File: config.mk
export PLATFORM = sky130hd
export DESIGN_NAME = fifo_stream_reader
export DESIGN_NICKNAME = d
export VERILOG_FILES = /design/src/rtl/fifo_stream_reader.sv
export SDC_FILE = /design/constraint.sdc
export NUM_CORES = 1
export LEC_CHECK = 0
export ABC_AREA = 1
export BUFFER_PORTS_ARGS = -buffer_cell sky130_fd_sc_hd__buf_2
export CAP_MARGIN = 20
export CORE_UTILIZATION = 30
export DETAILED_ROUTE_END_ITERATION = 7
export SETUP_SLACK_MARGIN = 0.5
export SYNTH_ARGS = -nofsm -noshare
export SYNTH_HDL_FRONTEND = slang
export SYNTH_SLANG_ARGS = --single-unit
File: constraint.sdc
create_clock -name rd_clk -period 2.9 [get_ports rd_clk]
set_input_delay 0.58 -clock rd_clk [delete_from_list [all_inputs] [get_ports rd_clk]]
set_output_delay 0.58 -clock rd_clk [all_outputs]
set_load 0.005 [all_outputs]
File: src/rtl/fifo_stream_reader.sv
// fifo_stream_reader
//
// Read-side drain for dc_fifo. It turns the FIFO read port into a valid/ready
// stream in the read clock domain. A read is issued only when the small
// internal buffer has a free slot reserved for the word. Words in flight across
// the FIFO read latency are tracked in a 1-bit issue pipe. Every returned word
// is captured into the buffer, so downstream backpressure never drops or
// duplicates data.
//
// Parameters:
//   T        data type, must match the attached dc_fifo
//   LATENCY  FIFO read latency: 1 (OUT_REG=0) or 2 (OUT_REG=1)
//   DEPTH    internal buffer entries, LATENCY+2
//
// Ports:
//   rd_clk      clock
//   rd_rst      synchronous active-high reset
//   en          permits new FIFO reads (in-flight words still complete)
//   fifo_read   to FIFO rd_read
//   fifo_empty  from FIFO rd_empty
//   fifo_dout   from FIFO rd_dout
//   out_data    stream data
//   out_valid   stream valid
//   out_ready   stream ready
//   used        buffered word count
//   idle        buffer empty and nothing in flight
module fifo_stream_reader #(
  parameter type T = logic [15:0],
  parameter int LATENCY = 1,
  localparam int DEPTH = LATENCY + 2
) (
  input  logic                       rd_clk,
  input  logic                       rd_rst,
  input  logic                       en,
  output logic                       fifo_read,
  input  logic                       fifo_empty,
  input  T                           fifo_dout,
  output T                           out_data,
  output logic                       out_valid,
  input  logic                       out_ready,
  output logic [$clog2(DEPTH+1)-1:0] used,
  output logic                       idle
);

  localparam int PW = $clog2(DEPTH);
  localparam int UW = $clog2(DEPTH + 1);
  localparam int CW = UW + 1;

  if (LATENCY != 1 && LATENCY != 2) begin : g_bad_latency
    $fatal(1, "fifo_stream_reader: LATENCY must be 1 or 2");
  end

  logic [LATENCY-1:0] pipe_reg;
  logic [LATENCY-1:0] pipe_next;
  logic [PW-1:0]      wptr_reg;
  logic [PW-1:0]      wptr_next;
  logic [PW-1:0]      rptr_reg;
  logic [PW-1:0]      rptr_next;
  logic [UW-1:0]      used_reg;
  logic [UW-1:0]      used_next;
  logic [CW-1:0]      inflight;
  logic               capture;
  logic               pop;

  T mem [DEPTH];

  // Number of reads issued whose data has not yet been captured.
  always_comb begin
    inflight = '0;
    for (int i = 0; i < LATENCY; i++) begin
      inflight = inflight + CW'(pipe_reg[i]);
    end
  end

  // A read reserves a buffer slot at issue time, so used+inflight never
  // exceeds DEPTH. out_ready deliberately does not appear here: a pop frees a
  // slot only through used_reg, one cycle later.
  assign fifo_read = en && !fifo_empty && !rd_rst &&
                     ((CW'(used_reg) + inflight) < CW'(DEPTH));

  // Issue pipe: stage 0 takes the current read, later stages shift.
  assign pipe_next[0] = fifo_read;
  for (genvar gi = 1; gi < LATENCY; gi++) begin : g_pipe
    assign pipe_next[gi] = pipe_reg[gi-1];
  end

  // The last pipe stage marks the cycle in which fifo_dout carries the word.
  assign capture   = pipe_reg[LATENCY-1];
  assign out_valid = (used_reg != '0);
  assign pop       = out_valid && out_ready;
  assign out_data  = mem[rptr_reg];
  assign used      = used_reg;
  assign idle      = (used_reg == '0) && (inflight == '0);

  // DEPTH is not a power of two for LATENCY=1, so pointers wrap explicitly.
  always_comb begin
    wptr_next = wptr_reg;
    rptr_next = rptr_reg;
    used_next = used_reg;
    if (capture) begin
      wptr_next = (wptr_reg == PW'(DEPTH - 1)) ? '0 : wptr_reg + PW'(1);
    end
    if (pop) begin
      rptr_next = (rptr_reg == PW'(DEPTH - 1)) ? '0 : rptr_reg + PW'(1);
    end
    case ({capture, pop})
      2'b10:   used_next = used_reg + UW'(1);
      2'b01:   used_next = used_reg - UW'(1);
      default: used_next = used_reg;
    endcase
  end

  always_ff @(posedge rd_clk) begin
    if (rd_rst) begin
      pipe_reg <= '0;
      wptr_reg <= '0;
      rptr_reg <= '0;
      used_reg <= '0;
    end else begin
      pipe_reg <= pipe_next;
      wptr_reg <= wptr_next;
      rptr_reg <= rptr_next;
      used_reg <= used_next;
    end
  end

  // Buffer storage has no reset; pointers and count define its contents.
  always_ff @(posedge rd_clk) begin
    if (capture && !rd_rst) begin
      mem[wptr_reg] <= fifo_dout;
    end
  end

  // The slot reservation makes an overflowing capture impossible.
  a_no_overflow: assert property (@(posedge rd_clk) disable iff (rd_rst)
    !(capture && !pop && (used_reg == UW'(DEPTH))));

  a_no_read_empty: assert property (@(posedge rd_clk)
    !(fifo_read && fifo_empty));

endmodule

==> impl_metrics.env, run 1 <==
export IMPL_outcome="finished clean"
export IMPL_drv_slew=0
export IMPL_cts_buffers=9
export IMPL_drive_above_1_share_pct=30.87
export IMPL_yosysTopAreaCell="edfxtp_1"
export IMPL_setup_tns_ns=0
export IMPL_clk_path_buf_depth=2
export IMPL_drtIter0Drc=119
export IMPL_wl_per_cell_um=12.76
export IMPL_netlist_area_leader_share_pct=64.43
export IMPL_crit_chain="ha_1, ha_1, nor2_1, nand3_1, a21oi_1, buf_2"
export IMPL_powerDensity_nw_per_um2=633.2
export IMPL_regMostFlops="mem"
export IMPL_multi_input_comb_area_um2=499.2
export IMPL_grt_max_degree=18
export IMPL_hold_viol_final=0
export IMPL_antenna_left=0
export IMPL_fp_dieW_um=88.36
export IMPL_grt_pass1_wl_um=6610
export IMPL_path_class="reg2out"
export IMPL_yosysMostFrequentCell="edfxtp_1"
export IMPL_via_count=1409
export IMPL_drtPass1Iterations=4
export IMPL_crit_family="adder cells"
export IMPL_post_dp_hpwl_um=2781
export IMPL_viasPerCell=4.283
export IMPL_row_count=31
export IMPL_synth_edff_count=48
export IMPL_fin_area_um2=2676
export IMPL_cp_common_cell="ha_1"
export IMPL_cp_start_kind="flop"
export IMPL_fmax_ghz=0.4758
export IMPL_max_slew_margin_pct=74.69
export IMPL_rsz0062_at_grt="false"
export IMPL_syn_num_nets=201
export IMPL_dieHeight_um=88.36
export IMPL_syn_inst=177
export IMPL_cts_sinks=57
export IMPL_seq_area_um2=1624
export IMPL_whs_ns=0.4595
export IMPL_final_nets=250
export IMPL_critPathRequiredTime_ns=2.32
export IMPL_grt_overflow=0
export IMPL_seq_area_frac_synth_pct=72.48
export IMPL_tightest_slew_ns=0.3797
export IMPL_end_kind="output pin"
export IMPL_clock_latency_ns=0.32
export IMPL_cts_tree="built"
export IMPL_cts_clk_slew_worst_paths_ns=0.06
export IMPL_gp_congestion=0.7443
export IMPL_crit_fanout=7
export IMPL_syn_area_um2=2237
export IMPL_post_route_period_util_pct=72.48
export IMPL_synth_cell_types=21
export IMPL_dieArea_um2=7807
export IMPL_diodes=0
export IMPL_worstHoldPathType="in2reg"
export IMPL_fp_coreArea_um2=7214
export IMPL_worst_path_max_delay_cell="dfxtp_1"
export IMPL_synth_commonest_cells="edfxtp_1, a21oi_1, nor2_1"
export IMPL_finalWirelength_um=4198
export IMPL_clockRootBuffer="clkbuf_8"
export IMPL_place_area_um2=2522
export IMPL_io_pins=42
export IMPL_p_leak_nw=1.031
export IMPL_antenna_found_initial=0
export IMPL_yosysWarnings=0
export IMPL_drt_drc_violations_left=0
export IMPL_ys_ff_latch=57
export IMPL_grt_usage_pct=12.06
export IMPL_finalSetupViolations=0
export IMPL_synth_ff_type="edfxtp_1"
export IMPL_largest_register_ffs=48
export IMPL_portBuffers=41
export IMPL_cp_data_arrival_time_ns=1.52
export IMPL_htree_levels=3
export IMPL_syn2layout_area_growth_pct=19.63
export IMPL_postSynthAreaPerCell_um2=12.64
export IMPL_finClkSkew_ns=0.005026
export IMPL_netlist_top_cells_area="edfxtp_1, dfxtp_1, a21oi_1"
export IMPL_grt_pass1_vias=1425
export IMPL_cpPeakStageDelay_ns=0.37
export IMPL_vdd_drop_max_mv=0.3838
export IMPL_fillCellCount=729
export IMPL_drv_cap=0
export IMPL_start_util_pct=31.01
export IMPL_fin_crit_ns=2.102
export IMPL_async_reset_ff_share_pct=0
export IMPL_postCtsSetupBuffers=0
export IMPL_crit_buf_inv=1
==> worst register-to-register path, cell delays in order (launching register included) <==
cell	delay, ns
dfxtp_1	0.33
or2_2	0.30
nor2_2	0.23
buf_4	0.29
==> routing by layer <==
layer / vias up / track usage (%) / routed length (um)
met2: 25 / 19.37 / 2116
met4: 0 / 6.598 / 98
met1: 659 / 13.59 / 1828
met3: 8 / 5.131 / 155
li1: 717 / - / -
met5: - / 0 / 0
==> layout by cell type (no fill, tap or decap), types with 2 or more instances in the layout <==
master	netlist	layout
a21oi_1	34	34
buf_2	0	41
buf_4	0	3
clkbuf_8	0	9
clkinv_2	1	5
dfxtp_1	9	7
dfxtp_2	0	2
edfxtp_1	48	48
ha_1	3	3
inv_1	7	7
nand2_1	21	21
nand2_2	2	2
nand3_1	3	3
nor2_1	30	28
nor2_2	0	2
o21ai_0	5	5
==> final timing paths <==
path / start / to / slack, ns / depth (start not counted)
worst max-delay path: used[0] / fifo_read / 0.80 / 6
worst min-delay path: fifo_dout[9] / mem[0][9] / 0.46 / 1
worst min register to register: wptr_reg[1] / wptr_reg[1] / 0.52 / 2
worst max register to register: wptr_reg[0] / mem[0][15] / 1.44 / 3
==> where the power goes <==
group          switching (mW)  internal, mW
Clock                   0.281         0.295
Sequential             0.0272         0.905
Combinational           0.104        0.0820
==> cells by family after synthesis <==
logic type      share of synthesized area, %
simple gates                           11.07
flops                                  72.48
buf+inv                                5.649
fa+ha+maj                              1.678
compound gates                         9.116
==> per-stage QoR <==
| step | setup WS (ns) | total power [mW] | std cells | utilization [%] |
|---|---|---|---|---|
| after floorplan | 0.5185 | 1.067 | 177 | - |
| after global placement | 0.9377 | 1.136 | 314 | 34.96 |
| after detailed placement | 0.9166 | 1.139 | 314 | 34.96 |
| after CTS | 0.5557 | 1.719 | 329 | 37.06 |
| after global routing | 0.6615 | 1.784 | 329 | 37.10 |
| final | 0.7982 | 1.695 | 329 | 37.10 |
==> what timing repair did <==
action	CTS	global route
resized for setup	0	2
hold buffers	0	0
setup endpoints to repair	0	16
==> cell type report <==
class / instances / share of cell area [%]
Inverter: 11 / 1.870
Tap cell: 99 / 4.628
Sequential cell: 57 / 60.68
Multi-Input combinational cell: 103 / 18.65
Timing Repair Buffer: 44 / 8.509
Clock buffer: 10 / 4.769
Clock inverter: 5 / 0.8883
Power figures use the tool's default switching activity.
==> run 2: changes to the inputs <==
==> constraint.sdc (replaced) <==
create_clock -name rd_clk -period 2.05 [get_ports rd_clk]
set_input_delay 0.41 -clock rd_clk [delete_from_list [all_inputs] [get_ports rd_clk]]
set_output_delay 0.41 -clock rd_clk [all_outputs]
set_load 0.005 [all_outputs]
==> impl_metrics.env, run 2 (synthesis gave the netlist of run 1 again) <==
export IMPL_outcome="finished clean"
export IMPL_fp_coreArea_um2=7214
export IMPL_largest_register_ffs=48
export IMPL_cts_tree="built"
export IMPL_wl_per_cell_um=13.85
export IMPL_fin_crit_ns=1.772
export IMPL_grt_pass1_wl_um=7314
export IMPL_grt_overflow=0
export IMPL_post_route_period_util_pct=86.42
export IMPL_grt_usage_pct=13.24
export IMPL_hold_viol_final=0
export IMPL_antenna_found_initial=0
export IMPL_htree_levels=3
export IMPL_fin_area_um2=3333
export IMPL_io_pins=42
export IMPL_final_nets=277
export IMPL_grt_pass1_vias=1475
export IMPL_max_slew_margin_pct=83.34
export IMPL_setup_ws_ns=0.2783
export IMPL_rsz0062_at_grt="true"
export IMPL_dieArea_um2=7807
export IMPL_dieHeight_um=88.36
export IMPL_crit_chain="ha_4, ha_4, nor2_4, nand3_2, a21oi_2, buf_2"
export IMPL_place_area_um2=2560
export IMPL_drtIter0Drc=95
export IMPL_row_count=31
export IMPL_regMostFlops="mem"
export IMPL_place_ws_ns=0.4259
export IMPL_drt_drc_violations_left=0
export IMPL_finClkSkew_ns=0.005486
export IMPL_cts_hold_buf=0
export IMPL_finalSetupViolations=0
export IMPL_worstHoldPathType="in2reg"
export IMPL_via_count=1590
export IMPL_fmax_ghz=0.5644
export IMPL_worst_path_max_delay_cell="dfxtp_4"
export IMPL_grt_max_degree=17
export IMPL_portBuffers=41
export IMPL_cts_sinks=57
export IMPL_cts_buffers=9
export IMPL_end_kind="output pin"
export IMPL_tightest_slew_ns=0.2497
export IMPL_clockRootBuffer="clkbuf_8"
export IMPL_p_total_mw=2.787
export IMPL_p_leak_nw=1.246
export IMPL_gp_congestion=0.7606
export IMPL_fp_dieW_um=88.36
export IMPL_drive_above_1_share_pct=57.75
export IMPL_drv_slew=0
export IMPL_diodes=0
export IMPL_clock_latency_ns=0.33
export IMPL_cpPeakStageDelay_ns=0.35
export IMPL_final_common_cell="edfxtp_1"
export IMPL_critPathRequiredTime_ns=1.64
export IMPL_drtPass1Iterations=4
export IMPL_cp_common_cell="ha_4"
export IMPL_finalWirelength_um=4946
export IMPL_layout_common_cells="edfxtp_1, buf_2, a21oi_2, nor2_1, buf_4"
export IMPL_syn2layout_area_growth_pct=48.99
export IMPL_crit_fanout=2
export IMPL_antenna_left=0
export IMPL_whs_ns=0.2852
export IMPL_viasPerCell=4.454
export IMPL_post_dp_hpwl_um=2854
export IMPL_powerDensity_nw_per_um2=836.2
export IMPL_start_util_pct=31.01
export IMPL_cp_data_arrival_time_ns=1.36
export IMPL_drv_cap=0
export IMPL_clk_path_buf_depth=2
export IMPL_cp_start_kind="flop"
export IMPL_setup_tns_ns=0
export IMPL_cts_clk_slew_worst_paths_ns=0.07
export IMPL_path_class="reg2out"
export IMPL_vdd_drop_max_mv=0.3503
[run 2: changes by cell type in the layout (fill, tap and decap cells not counted), moves of 5 or more]
cell,previous run,this run
a21oi_1,34,7
a21oi_2,1,23
a21oi_4,0,5
buf_4,3,16
buf_6,0,7
nand2_1,21,9
nand2_2,2,7
nand2_4,1,8
nor2_1,28,21
[run 2: layer usage]
layer	part of all wire, %	track usage, %
met1	40	15.45
met2	54	22.24
met3	4.3	2.519
met4	1.6	8.798
met5	0	0
[run 2: what timing repair did]
action,CTS,global route
setup buffers,10,10
resized for setup,34,71
pin swaps,9,20
endpoints found under the setup margin,17,21
cloned,2,0
[run 2: layout make-up]
class                   instances  area (um^2)
fillers                       676         3881
multi-input cells             103        778.2
clock buffers                  11        131.4
clock inverters                 5        46.29
flip-flops and latches         57         1637
repair buffers                 69        504.2
inverters                      11        80.08
repair inverters                2        32.53
well taps                      99        123.9
[run 2: stage by stage]
step	instances	utilization, %
2_1_floorplan	177	-
3_3_place_gp	319	35.48
3_5_place_dp	319	35.48
4_1_cts	347	40.89
5_1_grt	357	46.20
6_report	357	46.20
[run 2: worst paths after layout]
path	start	slack (ns)	cells past startpoint	endpoint
setup / recovery	capture	0.28	6	fifo_read
hold / removal	fifo_dout[11]	0.29	1	mem[2][11]
setup reg to reg	capture	0.32	11	capture
hold reg to reg	rptr_reg[1]	0.52	2	flop
[run 2: worst max-delay path: cells and delay by family, from the launching register on]
kind / cells / cell delay (ns)
flip-flops: 1 / 0.35
AO/OA/AOI/OAI: 1 / 0.11
adder cells (fa/ha/maj): 2 / 0.32
AND/OR/NAND/NOR: 2 / 0.14
buffers and inverters: 1 / 0.11
[run 2: power by group]
part           internal [mW]  switching [mW]  leakage, nW
clock                  0.548           0.420       0.0898
sequential              1.28          0.0313        0.509
combinational          0.257           0.252        0.647
total                   2.08           0.703         1.25
